### config.mk
export PLATFORM = sky130hd
export DESIGN_NAME = tt_microtile_pwm_bank
export DESIGN_NICKNAME = d
export VERILOG_FILES = /design/src/rtl/tt_microtile_pwm_bank.sv
export SDC_FILE = /design/constraint.sdc
export NUM_CORES = 1
export LEC_CHECK = 0
export ABC_CLOCK_PERIOD_IN_PS = 5260
export CAP_MARGIN = 10
export CORE_MARGIN = 2
export CORE_UTILIZATION = 40
export DETAILED_ROUTE_END_ITERATION = 7
export MAX_ROUTING_LAYER = met4
export PLACE_DENSITY = 0.69
export SKIP_LAST_GASP = 1
export SYNTH_ARGS = -nofsm -noshare
export SYNTH_HDL_FRONTEND = slang
export SYNTH_SLANG_ARGS = --single-unit
### constraint.sdc
create_clock -name clk -period 5.26 [get_ports clk]
set_input_delay 1.052 -clock clk [delete_from_list [all_inputs] [get_ports clk]]
set_output_delay 1.052 -clock clk [all_outputs]
set_load 0.03 [all_outputs]
### src/rtl/tt_microtile_pwm_bank.sv
// Bank of CHANNELS PWM outputs driven from the 8-bit ui_in command bus.
// Duty writes land in shadow registers and are committed at each period boundary.
module tt_microtile_pwm_bank #(
    parameter int CHANNELS = 4,
    parameter int WIDTH    = 4,
    parameter int PRESCALE = 1
) (
    input  logic       clk,
    input  logic       rst,
    input  logic [7:0] ui_in,
    output logic [7:0] uo_out
);

    localparam logic [7:0]       PSC_LAST = 8'(PRESCALE - 1);
    localparam logic [WIDTH-1:0] CNT_LAST = '1;

    logic [7:0]          s1_q, s1_d;
    logic [7:0]          s2_q, s2_d;
    logic                s3_q, s3_d;
    logic [7:0]          psc_q, psc_d;
    logic [WIDTH-1:0]    cnt_q, cnt_d;
    logic [WIDTH-1:0]    shadow_q [CHANNELS];
    logic [WIDTH-1:0]    shadow_d [CHANNELS];
    logic [WIDTH-1:0]    active_q [CHANNELS];
    logic [WIDTH-1:0]    active_d [CHANNELS];
    logic [CHANNELS-1:0] pwm_q, pwm_d;
    logic                mark_q, mark_d;

    logic                wr;
    logic [2:0]          wr_idx;
    logic [WIDTH-1:0]    wr_duty;
    logic                tick;
    logic                boundary;

    // ui_in is asynchronous; bit 7 gets a third stage so its rising edge can be detected
    always_comb begin
        s1_d    = ui_in;
        s2_d    = s1_q;
        s3_d    = s2_q[7];
        wr      = s2_q[7] & ~s3_q;
        wr_idx  = s2_q[6:4];
        wr_duty = s2_q[WIDTH-1:0];
    end

    always_comb begin
        tick     = (psc_q == PSC_LAST);
        psc_d    = tick ? 8'd0 : psc_q + 8'd1;
        cnt_d    = tick ? cnt_q + WIDTH'(1) : cnt_q;
        boundary = tick && (cnt_q == CNT_LAST);
        mark_d   = (cnt_q == '0) && (psc_q == 8'd0);
    end

    // Out-of-range indices match no channel, so such writes fall away naturally
    always_comb begin
        for (int c = 0; c < CHANNELS; c++) begin
            shadow_d[c] = shadow_q[c];
            active_d[c] = active_q[c];
            pwm_d[c]    = (cnt_q < active_q[c]);
            if (wr && (wr_idx == 3'(c))) begin
                shadow_d[c] = wr_duty;
            end
            if (boundary) begin
                active_d[c] = shadow_q[c];
            end
        end
    end

    always_ff @(posedge clk or posedge rst) begin
        if (rst) begin
            s1_q   <= 8'h00;
            s2_q   <= 8'h00;
            s3_q   <= 1'b0;
            psc_q  <= 8'd0;
            cnt_q  <= '0;
            pwm_q  <= '0;
            mark_q <= 1'b0;
            for (int c = 0; c < CHANNELS; c++) begin
                shadow_q[c] <= '0;
                active_q[c] <= '0;
            end
        end else begin
            s1_q   <= s1_d;
            s2_q   <= s2_d;
            s3_q   <= s3_d;
            psc_q  <= psc_d;
            cnt_q  <= cnt_d;
            pwm_q  <= pwm_d;
            mark_q <= mark_d;
            for (int c = 0; c < CHANNELS; c++) begin
                shadow_q[c] <= shadow_d[c];
                active_q[c] <= active_d[c];
            end
        end
    end

    always_comb begin
        uo_out                 = 8'h00;
        uo_out[CHANNELS-1:0]   = pwm_q;
        uo_out[7]              = mark_q;
    end

endmodule

Yosys cells after proc, flatten, opt, wreduce, memory -nomap -nowiden
Cells that the tools add are included.
- flip-flop bits (word level): 66
- latch bits: 0
- memory bits (writable): 0
- ROM bits: 0
- logic and storage cells: 37
- memories kept: 0
- add/subtract/negate cells: 2
- multipliers: 0
- div/mod/pow operators: 0
- $lt $le $gt $ge: 4
- equal/unequal tests: 4
- shift operators: 0
- muxes and demuxes: 1
- bitwise operators: 2
- reduce and logical (&&, ||, !) cells: 9
- operators by type and width (kind ; count):
    less-than comparator 4 bit ; 4
    adder 8 x 1 -> 8 bit (second input constant) ; 1
    zero test 8 bit ; 1
    2-to-1 mux 8 bit ; 1
    == test 3 x 2 -> 1 bit (second input constant) ; 2
    logical AND 1 bit ; 6
    adder 4 x 1 -> 4 bit (second input constant) ; 1
    == test 4 bit (second input constant) ; 1
    zero test 4 bit ; 1
    == test 3 x 1 -> 1 bit (second input constant) ; 1
    zero test 3 bit ; 1
    AND 1 bit ; 1
    NOT 1 bit ; 1

Depth between registers and ports, before layout
Gate-level depths: netlist of the first run.
- word-level depth: 3
- depth in mapped cells: 7

Worst setup path before layout of the first run
No wires, ideal clock.
- path kind: register to register
- from: register psc_q[4]
- to: register active_q[0] (netlist name)
- arrival: 1.574 ns
- required time: 5.135 ns
- slack: 3.561 ns
- cell stages (with the launch flop): 7
- cells stage by stage: dfrtp_1 -> nor4_1 -> and3_1 -> buf_6 -> nand4_4 -> buf_6 -> mux2_4
- cells in the longest elaborated chain, start to end: 2
- ends and longest elaborated chain (element ; line ; text):
    start: declaration ; 20 ; logic [7:0] psc_q, psc_d;
    start signal: assignment ; 85 ; psc_q <= psc_d;
    zero test 8 bit ; 46 ; tick = (psc_q == PSC_LAST);
    logical AND 1 bit ; 49 ; boundary = tick && (cnt_q == CNT_LAST);
    end signal: indexed assignment ; 91 ; active_q[c] <= active_d[c];
    end: declaration ; 24 ; logic [WIDTH-1:0] active_q [CHANNELS];
Every way passes these cells.
A chain may end at the register's enable or synchronous reset.

Final worst setup path of the first run
- from: register pwm_q[2]
- to: output port uo_out[2]
- RTL lines (element ; line ; text):
    start: declaration ; 26 ; logic [CHANNELS-1:0] pwm_q, pwm_d;
    start signal: assignment ; 87 ; pwm_q <= pwm_d;
    end: declaration ; 11 ; output logic [7:0] uo_out
No word-level cell between the ends.

==> impl_results.md, run 1 <==
- RSZ-0062 raised after global routing: false
- Register area share after synthesis: 0.611
- Worst Hold Path EP: s2_q[5]
- Area grow syn2layout: 13.7%
- Layout cells sized above 1: 0.233
- Synth Register Bits: 66
- Final core occ: 0.475
- PostCTS Resize Cnt: 0
- Sink Count: 66
- Power Total: 1.13 mW
- Max Cap Viol: 0
- Nets@finish: 237
- PD cells: around 370 nW/um^2
- Root Driver: clkbuf_8
- Buffers on Ports: 14
- GRT Total Usage: 0.124
- H-Tree Level Count: 3
- Total leakage power: 1.47 nW
- # DRC: 0
- Post-synth cell types: 25
- Fmax achieved: 421 MHz
- Family with the most delay on the worst path: buffers and inverters
- CTS tree: done
- DR vias/cell: 4.78
- Max stage delay on crit path: between 600 and 700 ps
- Worst r2r dst: active_q[11]
- Chip height: 86.2 um
- Drt wl/cell: 13.0 um
- Worst slew pin tran: 806 ps
- Setup_tns: 0 ps
- CP Capture Type: primary output
- Final HPWL DP: roughly 2500 um
- First-pass iteration count of the detailed router: 4
- ANT cells: 0
- Mapped Cells: 189
- Yosys warning count: 0
- Post-Synthesis Cell Area: between 2000 and 3000 um^2
- Reg-to-reg slack, setup: 3190 ps
- # IOs: 18
- Starting Density: 0.418
- Initial detailed-routing violation count: 73
- Worst EP arrival: 1330 ps
- Final period util: 0.452
- Dominant cell type by area after synthesis: dfrtp_1
- Clk slew on worst S/H paths: 70 ps
- Number of global-route vias before repair: 1340
- Relative slew margins: 0.463
- Initial antenna violation count: 0
- WHS: 337 ps
- Clk Latency, worst-skew pair: 340 ps
- Final Slew Violations: 0
- Cts hold-fix bufs: 0
- Gr ovfl total: 0
- Vias: about 1400
- Total setup buffers inserted after CTS: 0
- Critical-path maximum fanout: 1
- First-pass GRT wire length: 6640 um
- Die Span X: around 86 um
- Hold depth: 0
- Core footprint: 6460 um^2
- Cell row count: 29
- Reg2Reg Depth: 4
- Required time of the worst setup path: 4210 ps
- Maximum root-to-sink buffer count: 2
- WS Path Type: reg2out
- Post-DRT Antenna Nets: 0
- Synth area leaders: dfrtp_1 61%, mux2_2 9.2%, ha_1 7.4%
- Multi-input logic area: between 900 and 1000 um^2
- CP max-delay cell: clkdlybuf4s50_1
- Clock Skew: 11.5 ps
- Final Wtd Congestion: 0.739
- Min-delay src: s1_q[5]
- Num CTS Buffers: 9
- Final setup vio count: 0
- Final wirelength: 3810 um
- Maximum VDD drop: 0.237 mV
- Crit path cell chain: clkdlybuf4s50_1
- Bufs and invs on worst path: 1
- Worst r2r src: psc_q[4]
- Filler instances: 592
- Hold Path Class: reg2reg
- Worst setup SP type: flop
- Min Clock Period, post-route: 2380 ps
- Hold Vio Cnt, Final: 0
- Synth top area share: 0.611
- Avg Synthesized Cell Area: 14.3 um^2
- Pin count of the biggest net entering global routing: 67
- Reg area: 1650 um^2
- Die area: 7430 um^2
- Status: finished clean
## layout make-up
type / instances / area share
clock inverter: 3 / 0.00489
timing repair buffer: 15 / 0.0481
inverter: 17 / 0.0208
tap: 77 / 0.0314
multi-input combinational: 102 / 0.306
sequential: 66 / 0.538
clock buffer: 12 / 0.0505
## cell usage after synthesis, drive strengths merged
cell	count
a21boi	4
and3	4
buf	6
conb	1
dfrtp	66
ha	16
inv	17
mux2	32
nand2	4
nand3	3
nand4	3
nand4b	1
nor2	9
nor2b	1
nor3	1
nor3b	1
nor4	1
o21ai	5
o2bb2ai	4
or2	1
xnor2	8
xor2	1
## worst max-delay path by stage
stage | startpoint | to | slack [ps] | cells past startpoint
global placement | rst | active_q[6] | 3060 | 3
floorplan | rst | active_q[0] | 2550 | 1
global route | pwm_q[2] | uo_out[2] | 2830 | 1
detailed placement | rst | active_q[7] | 3060 | 3
CTS | pwm_q[3] | uo_out[3] | 2860 | 1
finish | pwm_q[2] | uo_out[2] | 2880 | 1
## metrics by stage
stage / cell area [um^2] / setup WS, ps / std cells
2_1_floorplan: 2710 / 2550 / 191
3_3_place_gp: 2900 / 3060 / 277
3_5_place_dp: 2900 / 3060 / 277
4_1_cts: 3070 / 2860 / 292
5_1_grt: 3070 / 2830 / 292
6_report: 3070 / 2880 / 292
## routing by layer
layer / up-vias / share of wire / track usage
li1: 680 / - / -
met1: 683 / 0.49 / 0.163
met2: 24 / 0.45 / 0.168
met3: 9 / 0.043 / 0.0514
met4: 0 / 0.015 / 0.0597
met5: - / 0 / -
## flip-flops by register name, indices dropped and copies added, names as in the netlist, 4 cells and up
register	cells
cnt_q	4
pwm_q	4
psc_q	8
s2_q	8
shadow_q	16
active_q	16
s1_q	8
## power by group
group / internal (mW) / total (mW) / switching (mW)
sequential: 0.578 / 0.614 / 0.0358
combinational: 0.0860 / 0.145 / 0.0594
clock: 0.192 / 0.370 / 0.178
## cell families (layout without fill, tap and decap cells)
group | after synthesis | count (layout) | synth area share
AO/OA/AOI/OAI | 13 | 13 | 0.0333
XOR/XNOR | 9 | 9 | 0.0292
adder cells (fa/ha/maj) | 16 | 16 | 0.0741
buffers and inverters | 23 | 47 | 0.0431
flip-flops | 66 | 66 | 0.611
multiplexers | 32 | 32 | 0.147
other | 1 | 3 | 0.00139
AND/OR/NAND/NOR | 29 | 29 | 0.0602
## placed cells by master (no fill, tap or decap), types with 2 or more instances in the layout
| cell type | Yosys | layout |
|---|---|---|
| nand3_1 | 3 | 3 |
| ha_1 | 16 | 16 |
| clkdlybuf4s50_1 | 0 | 14 |
| xnor2_1 | 8 | 8 |
| conb_1 | 1 | 3 |
| dfrtp_1 | 66 | 66 |
| o21ai_0 | 5 | 5 |
| and3_1 | 4 | 4 |
| mux2_2 | 22 | 22 |
| nand2_1 | 4 | 4 |
| o2bb2ai_1 | 4 | 4 |
| inv_1 | 17 | 16 |
| mux2_4 | 10 | 10 |
| nand4_1 | 2 | 2 |
| a21boi_0 | 4 | 4 |
| clkbuf_8 | 0 | 11 |
| clkinv_2 | 0 | 3 |
| nor2_1 | 9 | 9 |
Power figures use the tool's default switching activity.
==> run 2, diff against run 1 <==
ABC_CLOCK_PERIOD_IN_PS = 2300   (was 5260)
clock period = 2.3 ns   (was 5.26 ns; I/O delays follow)
==> run 2 against run 1 <==
Combinational power grew 130%. Sequential power is 130% higher. Via count is 1.8% higher. Largest cell class unchanged. Register-to-register slack got worse by 2700 ps. Count of clock-buffer cells in the layout is the same. Power grew 130%. Non-clock buffer count is 2 higher. Critical path depth grew 3. Largest power group unchanged. Highest routed layer unchanged.
==> impl_results.md, run 2 (synthesis results as in run 1) <==
- Status: finished clean (unchanged)
- Core footprint: 6460 um^2 (unchanged)
- Maximum VDD drop: 0.575 mV (was 0.237 mV)
- Initial detailed-routing violation count: 39 (was 73)
- Fmax achieved: 550 MHz
- Maximum root-to-sink buffer count: 2 (unchanged)
- Final Wtd Congestion: 0.701 (was 0.739)
- Commonest non-fill, non-tap cell in the layout: dfrtp_1 (unchanged)
- Family with the most delay on the worst path: simple AND/OR/NAND/NOR gates (was buffers and inverters)
- GRT Total Usage: 0.127 (was 0.124)
- Cts hold-fix bufs: 0 (unchanged)
- Area grow syn2layout: 15.2% (was 13.7%)
- Bufs and invs on worst path: 0 (was 1)
- Required time of the worst setup path: 2520 ps (was 4210 ps)
- Max Cap Viol: 0 (unchanged)
- Final wirelength: 3770 um (was 3810 um)
- Worst EP arrival: 2040 ps (was 1330 ps)
- Setup_tns: 0 ps (unchanged)
- Gr ovfl total: 0 (unchanged)
- Reg area: 1650 um^2 (unchanged)
- Pin count of the biggest net entering global routing: 25 (was 67)
- Crit path cell chain: nor4_1 -> and3_1 -> nand4_4 -> mux2_4 (was clkdlybuf4s50_1)
- Final setup vio count: 0 (unchanged)
- Sink Count: 66 (unchanged)
- Total leakage power: 1.48 nW (was 1.47 nW)
- Clk Latency, worst-skew pair: 330 ps (was 340 ps)
- RSZ-0062 raised after global routing: false (unchanged)
- Buffers on Ports: 14 (unchanged)
- CTS tree: done (unchanged)
- Number of global-route vias before repair: 1483 (was 1340)
- Root Driver: clkbuf_8 (unchanged)
- Most frequent cells in the layout: 66 x dfrtp_1, 22 x mux2_2, 16 x inv_1, 16 x ha_1, 14 x clkdlybuf4s50_1 (unchanged)
- Vias: 1421 (was 1396)
- # IOs: 18 (unchanged)
- # DRC: 0 (unchanged)
- Final period util: 0.791
- WS Path Type: reg2reg (was reg2out)
- Die area: 7430 um^2 (unchanged)
- First-pass GRT wire length: 6910 um (was 6640 um)
- Non-filler cells, final: 295 (was 292)
- Worst slew pin tran: 627 ps (was 806 ps)
- First-pass iteration count of the detailed router: 4 (unchanged)
- Final Slew Violations: 0 (unchanged)
- Critical-path maximum fanout: 16 (was 1)
- Placed cells: 279 (was 277)
- PD cells: 830 nW/um^2 (was 368 nW/um^2)
- Filler instances: 587 (was 592)
- Nets@finish: 239 (was 237)
- Clock Skew: 5.66 ps (was 11.5 ps)
- Biggest regs: active_q (16), shadow_q (16) (unchanged)
- Clk slew on worst S/H paths: 60 ps (was 70 ps)
- Multi-input logic area: 941 um^2 (unchanged)
- Min Clock Period, post-route: 1820 ps
- CP max-delay cell: dfrtp_1 (was clkdlybuf4s50_1)
- Relative slew margins: 0.581 (was 0.463)
- Hold Vio Cnt, Final: 0 (unchanged)
- DR vias/cell: 4.82 (was 4.78)
- PostCTS Resize Cnt: 0 (unchanged)
- Cell row count: 29 (unchanged)
- Post-DRT Antenna Nets: 0 (unchanged)
- Hold Path Class: reg2reg (unchanged)
- Num CTS Buffers: 9 (unchanged)
- CP Capture Type: flop (was primary output)
- Total setup buffers inserted after CTS: 0 (unchanged)
- Starting Density: 0.418 (unchanged)
- Worst setup SP type: flop (unchanged)
- H-Tree Level Count: 3 (unchanged)
- Chip height: 86.2 um (unchanged)
- Max stage delay on crit path: 410 ps (was 660 ps)
- Final HPWL DP: 2690 um (was 2490 um)
- Die Span X: 86.2 um (unchanged)
- ANT cells: 0 (unchanged)
- Drt wl/cell: 12.8 um (was 13.0 um)
- Initial antenna violation count: 0 (unchanged)
- Layout cells sized above 1: 0.239 (was 0.233)
## run 2: changes by cell type in the layout (fill, tap and decap cells not counted)
cell,delta
buf_12,+2
clkbuf_1,+1
clkbuf_8,-1
clkinv_2,-2
clkinvlp_4,+3
## run 2: layout make-up
type                            instances  area share
Sequential cell                        66       0.531
Multi-Input combinational cell        102       0.302
Timing Repair Buffer                   17      0.0603
Clock inverter                          4     0.00884
Clock buffer                           12      0.0466
Inverter                               17      0.0205
Tap cell                               77      0.0309
## run 2: path summary, 6_finish.rpt
kind / start / end / slack [ps] / depth (start not counted)
hold / removal: s1_q[0] / s2_q[0] / 350 / 0
hold reg to reg: s1_q[0] / s2_q[0] / 350 / 0
min in group asynchronous: rst / shadow_q[4] / 490 / 2
max in group asynchronous: rst / cnt_q[1] / 1300 / 3
setup reg to reg: psc_q[4] / active_q[11] / 480 / 4
setup / recovery: psc_q[4] / active_q[11] / 480 / 4
## run 2: layer usage
layer / track usage / vias up / share of wire
met5: - / - / 0
met4: 0.0384 / 0 / 0.011
met3: 0.0571 / 4 / 0.053
met2: 0.185 / 31 / 0.46
met1: 0.160 / 698 / 0.48
li1: - / 688 / -
## run 2: per-stage QoR
| step | cell area, um^2 | hold slack (ps) | power (mW) | utilization | setup slack, ps |
|---|---|---|---|---|---|
| after floorplan | 2710 | 331 | 1.66 | - | 185 |
| after global placement | 2940 | 332 | 1.76 | 0.455 | 505 |
| after detailed placement | 2940 | 335 | 1.78 | 0.455 | 474 |
| after CTS | 3110 | 351 | 2.62 | 0.482 | 468 |
| after global routing | 3110 | 361 | 2.73 | 0.482 | 414 |
| final | 3110 | 348 | 2.58 | 0.482 | 481 |
## run 2: where the power goes
part           switching (mW)  total (mW)  internal [mW]
clock network           0.417       0.836          0.419
logic                   0.136       0.338          0.202
registers              0.0868        1.41           1.32
total                   0.640        2.58           1.94
==> run 3, diff against run 2 <==
ABC_CLOCK_PERIOD_IN_PS = 1900   (was 2300)
clock period = 1.9 ns   (was 2.3 ns; I/O delays follow)
==> run 3 against run 2 <==
Critical path depth rose by 1. Via count fell by 0.28%. Fmax up 5.7%. Register-to-register slack worse by 300 ps. Die area unchanged. Count of clock-buffer cells in the layout shrank 2. Non-clock buffer count up 2. Design area increased by 2.4%. Flip-flop and latch count did not move. Hold slack got worse by 0.74 ps. Combinational power increased by 21%.
==> impl_results.md, run 3 (synthesis results as in run 1) <==
- Starting Density: 0.418 (unchanged)
- Cts hold-fix bufs: 0 (unchanged)
- Vias: 1417 (was 1421)
- Initial antenna violation count: 0 (unchanged)
- Sink Count: 66 (unchanged)
- Critical path capture point: active_q[0] (was active_q[11])
- Reg-to-reg slack, setup: 180 ps (was 480 ps)
- Drt wl/cell: 12.8 um (about the same)
- Pin count of the biggest net entering global routing: 67 (was 25)
- Worst slack, placed: 52.5 ps (was 474 ps)
- Nets@finish: 241 (was 239)
- RSZ-0062 raised after global routing: false (unchanged)
- Final wirelength: 3820 um (was 3770 um)
- Min Clock Period, post-route: 1720 ps (was 1820 ps)
- Biggest regs: active_q (16), shadow_q (16) (unchanged)
- WHS: 348 ps (about the same)
- First-pass GRT wire length: 6840 um (was 6910 um)
- Clock Skew: 8.68 ps (was 5.66 ps)
- PD cells: 1070 nW/um^2 (was 830 nW/um^2)
- Final Slew Violations: 0 (unchanged)
- Chip height: 86.2 um (unchanged)
- Max stage delay on crit path: 420 ps (was 410 ps)
- Setup ws final: 179 ps (was 481 ps)
- Max Cap Viol: 0 (unchanged)
- Cell row count: 29 (unchanged)
- CP Capture Type: flop (unchanged)
- Clk Latency, worst-skew pair: 340 ps (was 330 ps)
- Total leakage power: 1.52 nW (was 1.48 nW)
- Hold Vio Cnt, Final: 0 (unchanged)
- Num CTS Buffers: 9 (unchanged)
- ANT cells: 0 (unchanged)
- Maximum VDD drop: 0.765 mV (was 0.575 mV)
- Layout cells sized above 1: 0.255 (was 0.239)
- CP max-delay cell: dfrtp_1 (unchanged)
- Final Wtd Congestion: 0.720 (was 0.701)
- CTS tree: done (unchanged)
- Final HPWL DP: 2680 um (was 2690 um)
- Reg2Reg Depth: 5 (was 4)
- Setup_tns: 0 ps (unchanged)
- GRT Total Usage: 0.125 (was 0.127)
- Commonest non-fill, non-tap cell in the layout: dfrtp_1 (unchanged)
- Crit path cell chain: nor4_1 -> and3_1 -> nand4_4 -> buf_12 -> mux2_4 (was nor4_1 -> and3_1 -> nand4_4 -> mux2_4)
- Die area: 7430 um^2 (unchanged)
- First-pass iteration count of the detailed router: 4 (unchanged)
- DR vias/cell: 4.77 (was 4.82)
- Worst EP arrival: 1940 ps (was 2040 ps)
- Worst r2r src: psc_q[4] (unchanged)
- Post-DRT Antenna Nets: 0 (unchanged)
- WS Path Type: reg2reg (unchanged)
- Most frequent cells in the layout: 66 x dfrtp_1, 22 x mux2_2, 16 x inv_1, 16 x ha_1, 14 x clkdlybuf4s50_1 (unchanged)
- Hold Path Class: reg2reg (unchanged)
- Maximum root-to-sink buffer count: 2 (unchanged)
- # IOs: 18 (unchanged)
- Worst r2r dst: active_q[0] (was active_q[11])
- Initial detailed-routing violation count: 26 (was 39)
- Critical path origin: psc_q[4] (unchanged)
- Buffers on Ports: 14 (unchanged)
- Core footprint: 6460 um^2 (unchanged)
- Worst setup SP type: flop (unchanged)
- Clk slew on worst S/H paths: 70 ps (was 60 ps)
- Gr ovfl total: 0 (unchanged)
- Status: finished clean (unchanged)
- Fmax achieved: 581 MHz (was 550 MHz)
- H-Tree Level Count: 3 (unchanged)
- Die Span X: 86.2 um (unchanged)
- Area grow syn2layout: 18.0% (was 15.2%)
- Required time of the worst setup path: 2120 ps (was 2520 ps)
- Root Driver: clkbuf_8 (unchanged)
- Critical-path maximum fanout: 16 (unchanged)
- Final setup vio count: 0 (unchanged)
- # DRC: 0 (unchanged)
- Number of global-route vias before repair: 1429 (was 1483)
- Final period util: 0.906 (was 0.791)
-- run 3: changes by cell type in the layout (fill, tap and decap cells not counted), sizes merged --
cell,before,now
bufinv,0,2
clkinv,1,3
clkbuf,12,10
inv,17,16
buf,3,5
clkinvlp,3,2
-- run 3: area by class of cell --
class / count / area, um^2
flip-flops and latches: 66 / 1650
fillers: 581 / 3270
clock buffers: 10 / 138
well taps: 77 / 96.3
inverters: 17 / 67.6
clock inverters: 6 / 90.1
repair buffers: 19 / 203
multi-input cells: 102 / 941
-- run 3: worst min path at each step --
stage	from	end	slack, ps	depth (start not counted)
finish	s1_q[2]	s2_q[2]	350	0
global route	s1_q[1]	s2_q[1]	360	0
CTS	s1_q[2]	s2_q[2]	350	0
detailed placement	s1_q[0]	s2_q[0]	340	0
global placement	s1_q[0]	s2_q[0]	330	0
floorplan	s1_q[0]	s2_q[0]	330	0
-- run 3: power by group --
part	internal, mW	leakage, nW	switching (mW)
clock network	0.776	0.112	0.520
registers	1.60	0.802	0.107
logic	0.242	0.605	0.167
total	2.62	1.52	0.794
-- run 3: critical path, delay by kind of cell (launching register included) --
family	cells	cell delay, ps
muxes	1	300
DFF	1	420
buffers and inverters	1	190
and+or+nand+nor	3	700
-- run 3: per-stage QoR --
step                utilization  instance area (um^2)  instances  total power, mW
global placement          0.455                  2940        280             2.13
global route              0.493                  3190        297             3.60
CTS                       0.490                  3170        296             3.46
floorplan                     -                  2710        191             2.01
detailed placement        0.455                  2940        280             2.15
finish                    0.493                  3190        297             3.41
-- run 3: repair_timing --
action                     CTS  global route
setup endpoints to repair    0            16
resized for setup            0             0
buffers inserted             0             1
-- run 3: layer usage --
layer	global-route usage	vias to the layer above	wire length, um
met1	0.162	693	1840
li1	-	694	-
met4	0.0384	0	61
met3	0.0629	6	184
met2	0.173	24	1730
met5	-	-	0
